## src/rtl/reorder_buffer.sv

```systemverilog
// Circular in-order reorder buffer: tag allocation, CDB capture,
// operand query with CDB bypass, single in-order retire and flush.
module reorder_buffer #(
    parameter int ROB_SZ_LOG = 4,
    parameter int REG_SZ_LOG = 4,
    localparam int SIZE = 2 ** ROB_SZ_LOG,
    localparam int TW = ROB_SZ_LOG + 1
) (
    input  logic                  clk,
    input  logic                  rst,
    input  logic                  rdy,
    input  logic                  in_valid,
    input  logic [1:0]            in_type,
    input  logic [REG_SZ_LOG:0]   in_rd,
    input  logic                  in_pred,
    output logic                  full,
    output logic [TW-1:0]         tail,
    input  logic [TW-1:0]         q1_tag,
    input  logic [TW-1:0]         q2_tag,
    output logic                  q1_rdy,
    output logic                  q2_rdy,
    output logic [31:0]           q1_val,
    output logic [31:0]           q2_val,
    input  logic                  cdb_valid,
    input  logic [TW-1:0]         cdb_tag,
    input  logic [31:0]           cdb_val,
    input  logic                  cdb_taken,
    output logic                  run_upd,
    output logic [REG_SZ_LOG:0]   commit_rd,
    output logic [31:0]           res,
    output logic [TW-1:0]         head,
    output logic                  st_commit,
    output logic                  reset,
    output logic [31:0]           flush_pc
);

    typedef logic [ROB_SZ_LOG-1:0] idx_t;

    logic [SIZE-1:0]       valid_q, ready_q, pred_q, taken_q;
    logic [1:0]            type_q [SIZE];
    logic [REG_SZ_LOG:0]   rd_q   [SIZE];
    logic [31:0]           val_q  [SIZE];

    idx_t                  head_idx_q, head_idx_d;
    idx_t                  tail_idx_q, tail_idx_d;
    logic [TW-1:0]         count_q, count_d;

    logic                  run_upd_q, st_commit_q, reset_q;
    logic [REG_SZ_LOG:0]   commit_rd_q;
    logic [31:0]           res_q, flush_pc_q;
    logic [TW-1:0]         head_q;

    logic live, do_flush, do_issue, do_cdb, do_commit;
    idx_t cdb_idx, q1_idx, q2_idx;
    logic q1_byp, q2_byp;

    // Tag t maps to entry t-1; low-bit wrap makes tag SIZE land on SIZE-1.
    assign cdb_idx = cdb_tag[ROB_SZ_LOG-1:0] - 1'b1;
    assign q1_idx  = q1_tag[ROB_SZ_LOG-1:0] - 1'b1;
    assign q2_idx  = q2_tag[ROB_SZ_LOG-1:0] - 1'b1;

    assign full = (count_q == TW'(SIZE));
    assign tail = {1'b0, tail_idx_q} + TW'(1);

    assign live      = rdy && !reset_q;
    assign do_flush  = rdy && reset_q;
    assign do_issue  = live && in_valid && !full;
    assign do_cdb    = live && cdb_valid && (cdb_tag != '0) && valid_q[cdb_idx];
    assign do_commit = live && valid_q[head_idx_q] && ready_q[head_idx_q];

    // Operand queries, with same-cycle CDB bypass.
    assign q1_byp = cdb_valid && (cdb_tag == q1_tag);
    assign q2_byp = cdb_valid && (cdb_tag == q2_tag);
    assign q1_rdy = (q1_tag != '0) && valid_q[q1_idx] && (ready_q[q1_idx] || q1_byp);
    assign q2_rdy = (q2_tag != '0) && valid_q[q2_idx] && (ready_q[q2_idx] || q2_byp);
    assign q1_val = q1_byp ? cdb_val : val_q[q1_idx];
    assign q2_val = q2_byp ? cdb_val : val_q[q2_idx];

    // Retire pulses are masked while the pipeline is stalled.
    assign run_upd   = run_upd_q && rdy;
    assign st_commit = st_commit_q && rdy;
    assign reset     = reset_q && rdy;
    assign commit_rd = commit_rd_q;
    assign res       = res_q;
    assign head      = head_q;
    assign flush_pc  = flush_pc_q;

    // Next head/tail pointers and occupancy.
    always_comb begin
        head_idx_d = head_idx_q;
        tail_idx_d = tail_idx_q;
        count_d    = count_q;
        if (do_flush) begin
            head_idx_d = '0;
            tail_idx_d = '0;
            count_d    = '0;
        end else begin
            if (do_issue)  tail_idx_d = tail_idx_q + 1'b1;
            if (do_commit) head_idx_d = head_idx_q + 1'b1;
            if (do_issue && !do_commit) count_d = count_q + 1'b1;
            if (!do_issue && do_commit) count_d = count_q - 1'b1;
        end
    end

    // Pointer and counter registers.
    always_ff @(posedge clk or posedge rst) begin
        if (rst) begin
            head_idx_q <= '0;
            tail_idx_q <= '0;
            count_q    <= '0;
        end else begin
            head_idx_q <= head_idx_d;
            tail_idx_q <= tail_idx_d;
            count_q    <= count_d;
        end
    end

    // Entry storage: allocate on issue, capture from CDB, free on retire.
    always_ff @(posedge clk or posedge rst) begin
        if (rst) begin
            valid_q <= '0;
            ready_q <= '0;
            pred_q  <= '0;
            taken_q <= '0;
            for (int i = 0; i < SIZE; i++) begin
                type_q[i] <= '0;
                rd_q[i]   <= '0;
                val_q[i]  <= '0;
            end
        end else if (do_flush) begin
            valid_q <= '0;
        end else begin
            if (do_issue) begin
                valid_q[tail_idx_q] <= 1'b1;
                ready_q[tail_idx_q] <= (in_type == 2'd3);
                type_q[tail_idx_q]  <= in_type;
                rd_q[tail_idx_q]    <= in_rd;
                pred_q[tail_idx_q]  <= in_pred;
                taken_q[tail_idx_q] <= 1'b0;
            end
            if (do_cdb) begin
                ready_q[cdb_idx] <= 1'b1;
                val_q[cdb_idx]   <= cdb_val;
                taken_q[cdb_idx] <= cdb_taken;
            end
            if (do_commit) valid_q[head_idx_q] <= 1'b0;
        end
    end

    // Registered retire outputs.
    always_ff @(posedge clk or posedge rst) begin
        if (rst) begin
            run_upd_q   <= 1'b0;
            st_commit_q <= 1'b0;
            reset_q     <= 1'b0;
            commit_rd_q <= '0;
            res_q       <= '0;
            head_q      <= '0;
            flush_pc_q  <= '0;
        end else if (rdy) begin
            run_upd_q   <= 1'b0;
            st_commit_q <= 1'b0;
            reset_q     <= 1'b0;
            if (do_commit) begin
                head_q <= {1'b0, head_idx_q} + TW'(1);
                if (type_q[head_idx_q] == 2'd0) begin
                    run_upd_q   <= 1'b1;
                    commit_rd_q <= rd_q[head_idx_q];
                    res_q       <= val_q[head_idx_q];
                end else if (type_q[head_idx_q] == 2'd1) begin
                    st_commit_q <= 1'b1;
                end else if (type_q[head_idx_q] == 2'd2 &&
                             taken_q[head_idx_q] != pred_q[head_idx_q]) begin
                    reset_q    <= 1'b1;
                    flush_pc_q <= val_q[head_idx_q];
                end
            end
        end
    end

endmodule

```

## config.mk

```make
export PLATFORM = sky130hd
export DESIGN_NAME = reorder_buffer
export DESIGN_NICKNAME = d
export VERILOG_FILES = /design/src/rtl/reorder_buffer.sv
export SDC_FILE = /design/constraint.sdc
export NUM_CORES = 2
export LEC_CHECK = 0
export BUFFER_PORTS_ARGS = -buffer_cell sky130_fd_sc_hd__buf_2
export CAP_MARGIN = 30
export CORE_UTILIZATION = 35
export CTS_CLUSTER_DIAMETER = 60
export DETAILED_ROUTE_END_ITERATION = 7
export GPL_TIMING_DRIVEN = 1
export SLEW_MARGIN = 20
export SYNTH_ARGS = -nofsm -noshare
export SYNTH_HDL_FRONTEND = slang
export SYNTH_SLANG_ARGS = --single-unit
```

## constraint.sdc

```tcl
create_clock -name clk -period 29.3 [get_ports clk]
set_clock_uncertainty 0.05 [all_clocks]
set_input_delay 1.465 -clock clk [delete_from_list [all_inputs] [get_ports clk]]
set_output_delay 1.465 -clock clk [all_outputs]
set_load 0.01 [all_outputs]
```

==> run metrics <==
status finished clean; setup TNS 0 ps; R2R Setup Slk about 25,000 ps; chip height 359 um; Max-cap violations 0; worst slack at placement 21,680 ps; Crit. End Element primary output; Layout Nets 3,213; Core Footprint 0.126 sq mm; starting DRC count in detailed routing 2,783; Net Sw Frac 32.3%; Peak VDD IR 0.0781 mV; Layout area overhead 14.5%; I/O pin cnt 210; Buffers on Ports approximately 210; DRT Wirelength 134 mm; Rows 130; Post-CTS Setup Inserts 0; HPWL after DPL 79.9 mm; die area 0.129 sq mm; Rel. slew slack 31.3%; clk buf depth 3; crit path DAT about 6000 ps; placed instance area 0.0473 sq mm; Post-Syn Instances 3,031; Clock Sinks between 700 and 800; H-tree Lvls 3; largest net degree at the start of global routing between 150 and 200; Crit Path Class primary input to primary output; CP required ~28,000 ps; Die X 359 um; worst hold path class flop to flop; fraction of registers with async set/reset between 90% and 100%; area share of the leading cell type in the synthesized netlist 43.8%; Synth cell types 61; setup ws final roughly 22,000 ps; register area share after synthesis roughly 44%; hold depth 2; root buffer cell clkbuf_16; leakage ~23 nW; start point of the critical path q2_tag[0]; maximum fanout along the worst path 60; leading area contributor after synthesis dfrtp_1; vias 28,900; path depth of the worst reg2reg path 8; RR Endpoint flush_pc[29]; top cells by count, synth dfrtp_1, mux2_2, mux4_2; Primary FF master, synth dfrtp_1; Pint 0.00277 W; CP Cell Sequence buf_8 > inv_1 > ha_4 > buf_4 > buf_4 > mux4_2 > mux2_2 > a21oi_1 > o21ai_0 > buf_2; Comb power frac a little under a third; FF+latch count, synth 778; crit share post-route 25.1%; vias per cell slightly below 6; synthesized cell area ~0.044 sq mm; Crit path buffers/inverters 5; post_cts resized 0; RSZ-0062 raised after global routing no; Hold Startpoint type_q[13]; Pwr per Cell Area 80.2 mW/mm^2; max incr delay on CP 890 ps; Crit path max-delay family buffers and inverters; drt wl/cell 27.6 um; ratio of cells with drive above 1 in the final layout 53.0%; part of the power in registers 37.9%; Pwr Total 0.00409 W; Initial Util 35.3%; remaining global-route overflow 0; YS warnings 0; vias in the first global route 29,800; Min Hold Slack between 400 and 500 ps; initial antenna violation count 20; Worst Setup Start Kind primary input; Hold Fails Final Rpt 0; FMAX 136 MHz; final slew viol count 0; endpoints failing setup 0; hold endpoint type_q[13]; CTS tree yes; critical path's slowest cell buf_4; GRT Total Usage 21.2%; most used cell, CP buf_4; DRC 0; routability cong. 0.814; post-synth net total approximately 3,100; syn avg cell area 14.7 sq um; Num CTS Buffers around 100; first drt pass iteration count 8; first-pass GRT wire length 203 mm; clock power share 32.2%; Post-synth EDFFs 0; DRT antenna net count 0; Worst R2R Start head_idx_q[0]; # hold bufs at CTS 0; post-route cell area around 0.051 sq mm; Clk Latency, worst-skew pair 740 ps; Slew @ Worst Pin 1030 ps; Switching Power 0.00132 W; most frequent cell after synthesis dfrtp_1; CTS clk-pin slew, worst paths 60 ps; largest cells by area after synthesis dfrtp_1, mux4_2, mux2_2, nand2_1, clkbuf_1; Tmin final about 7400 ps
==> flip-flops by register name, summed over array words and instances (netlist names), 4 cells and up <==
name        count
flush_pc       32
ready_q        16
type_q         32
val_q         512
valid_q        16
head_idx_q      4
head            5
commit_rd       5
tail_idx_q      4
rd_q           80
taken_q        16
pred_q         16
res            32
count_q         5
==> power by group through the flow <==
stage / combinational (W) / clock (W) / sequential, W
after floorplan: 0.000942 / 0 / 0.00147
after global placement: 0.00122 / 0 / 0.00155
after CTS: 0.00124 / 0.00134 / 0.00154
after global routing: 0.00132 / 0.00138 / 0.00159
final: 0.00122 / 0.00131 / 0.00155
after detailed placement: 0.00123 / 0 / 0.00156
==> worst min-delay path: cells and delay by family (launching register included) <==
family / cells / cell delay [ps]
AND/OR/NAND/NOR: 2 / 100
flip-flops: 1 / 330
==> worst max-delay path by stage <==
stage / endpoint / cells after the start
2_1_floorplan: commit_rd[0] / 1
3_3_place_gp: q2_val[1] / 11
3_5_place_dp: q2_val[1] / 11
4_1_cts: q2_val[1] / 11
5_1_grt: q2_val[10] / 10
6_report: q2_val[10] / 10
==> kinds of logic after synthesis <==
kind of cell	after synthesis	share of synthesized area, %
mux	1272	45.4
flops	778	43.8
simple gates	467	4.64
buf+inv	308	2.93
compound gates	165	2.30
xor+xnor	24	0.472
fa+ha+maj	17	0.478
==> final cells by class <==
| cell class | instances | area (sq um) |
|---|---|---|
| fillers | 11700 | 75000 |
| multi-input cells | 1945 | 23900 |
| flip-flops and latches | 778 | 19500 |
| clock buffers | 131 | 2820 |
| well taps | 1650 | 2060 |
| repair buffers | 286 | 1820 |
| clock inverters | 53 | 717 |
| inverters | 23 | 93.8 |
| diodes | 8 | 20.0 |
==> cell usage in the layout (no fill, tap or decap), drive strengths merged, types with 2 or more instances in the layout <==
| cell | synthesis | routed |
|---|---|---|
| nand3b | 3 | 3 |
| o211ai | 2 | 2 |
| a311o | 2 | 2 |
| or2 | 2 | 2 |
| o31ai | 2 | 2 |
| a2111oi | 2 | 2 |
| nand4 | 8 | 8 |
| nor2 | 59 | 59 |
| clkbuf | 167 | 132 |
| a31oi | 13 | 13 |
| mux2i | 53 | 53 |
| a22o | 5 | 5 |
| nor2b | 7 | 7 |
| nor3 | 17 | 17 |
| xnor2 | 13 | 13 |
| nand2 | 313 | 313 |
| clkinvlp | 0 | 8 |
| xor2 | 11 | 11 |
| and3 | 15 | 15 |
| nor4b | 2 | 2 |
| nor4 | 10 | 10 |
| o21ai | 71 | 71 |
| dfrtp | 778 | 778 |
| a21oi | 39 | 39 |
| a22oi | 5 | 5 |
| inv | 22 | 40 |
| nand2b | 9 | 9 |
| buf | 118 | 285 |
| nand3 | 12 | 12 |
| or4 | 3 | 3 |
| diode | 0 | 8 |
| a21o | 3 | 3 |
| a221oi | 3 | 3 |
| bufinv | 0 | 12 |
| clkinv | 1 | 16 |
| mux4 | 516 | 516 |
| and2 | 5 | 5 |
| ha | 17 | 17 |
| mux2 | 703 | 703 |
| a211o | 10 | 10 |
==> stage by stage <==
stage	std cells	util, %
finish	4874	40.5
global route	4868	40.5
CTS	4860	40.4
detailed placement	4676	37.6
global placement	4670	37.5
floorplan	3031	-
==> layer usage <==
| layer | routed length (um) | part of all wire [%] | vias up | track usage (%) |
|---|---|---|---|---|
| met4 | 4530 | 3.4 | 16 | 8.08 |
| li1 | - | - | 11900 | - |
| met1 | 55700 | 41 | 15500 | 28.3 |
| met2 | 62800 | 47 | 1220 | 33.0 |
| met5 | 102 | 0.076 | - | 0 |
| met3 | 11300 | 8.4 | 249 | 5.83 |
Note: power is estimated with default switching activity, not from simulation.
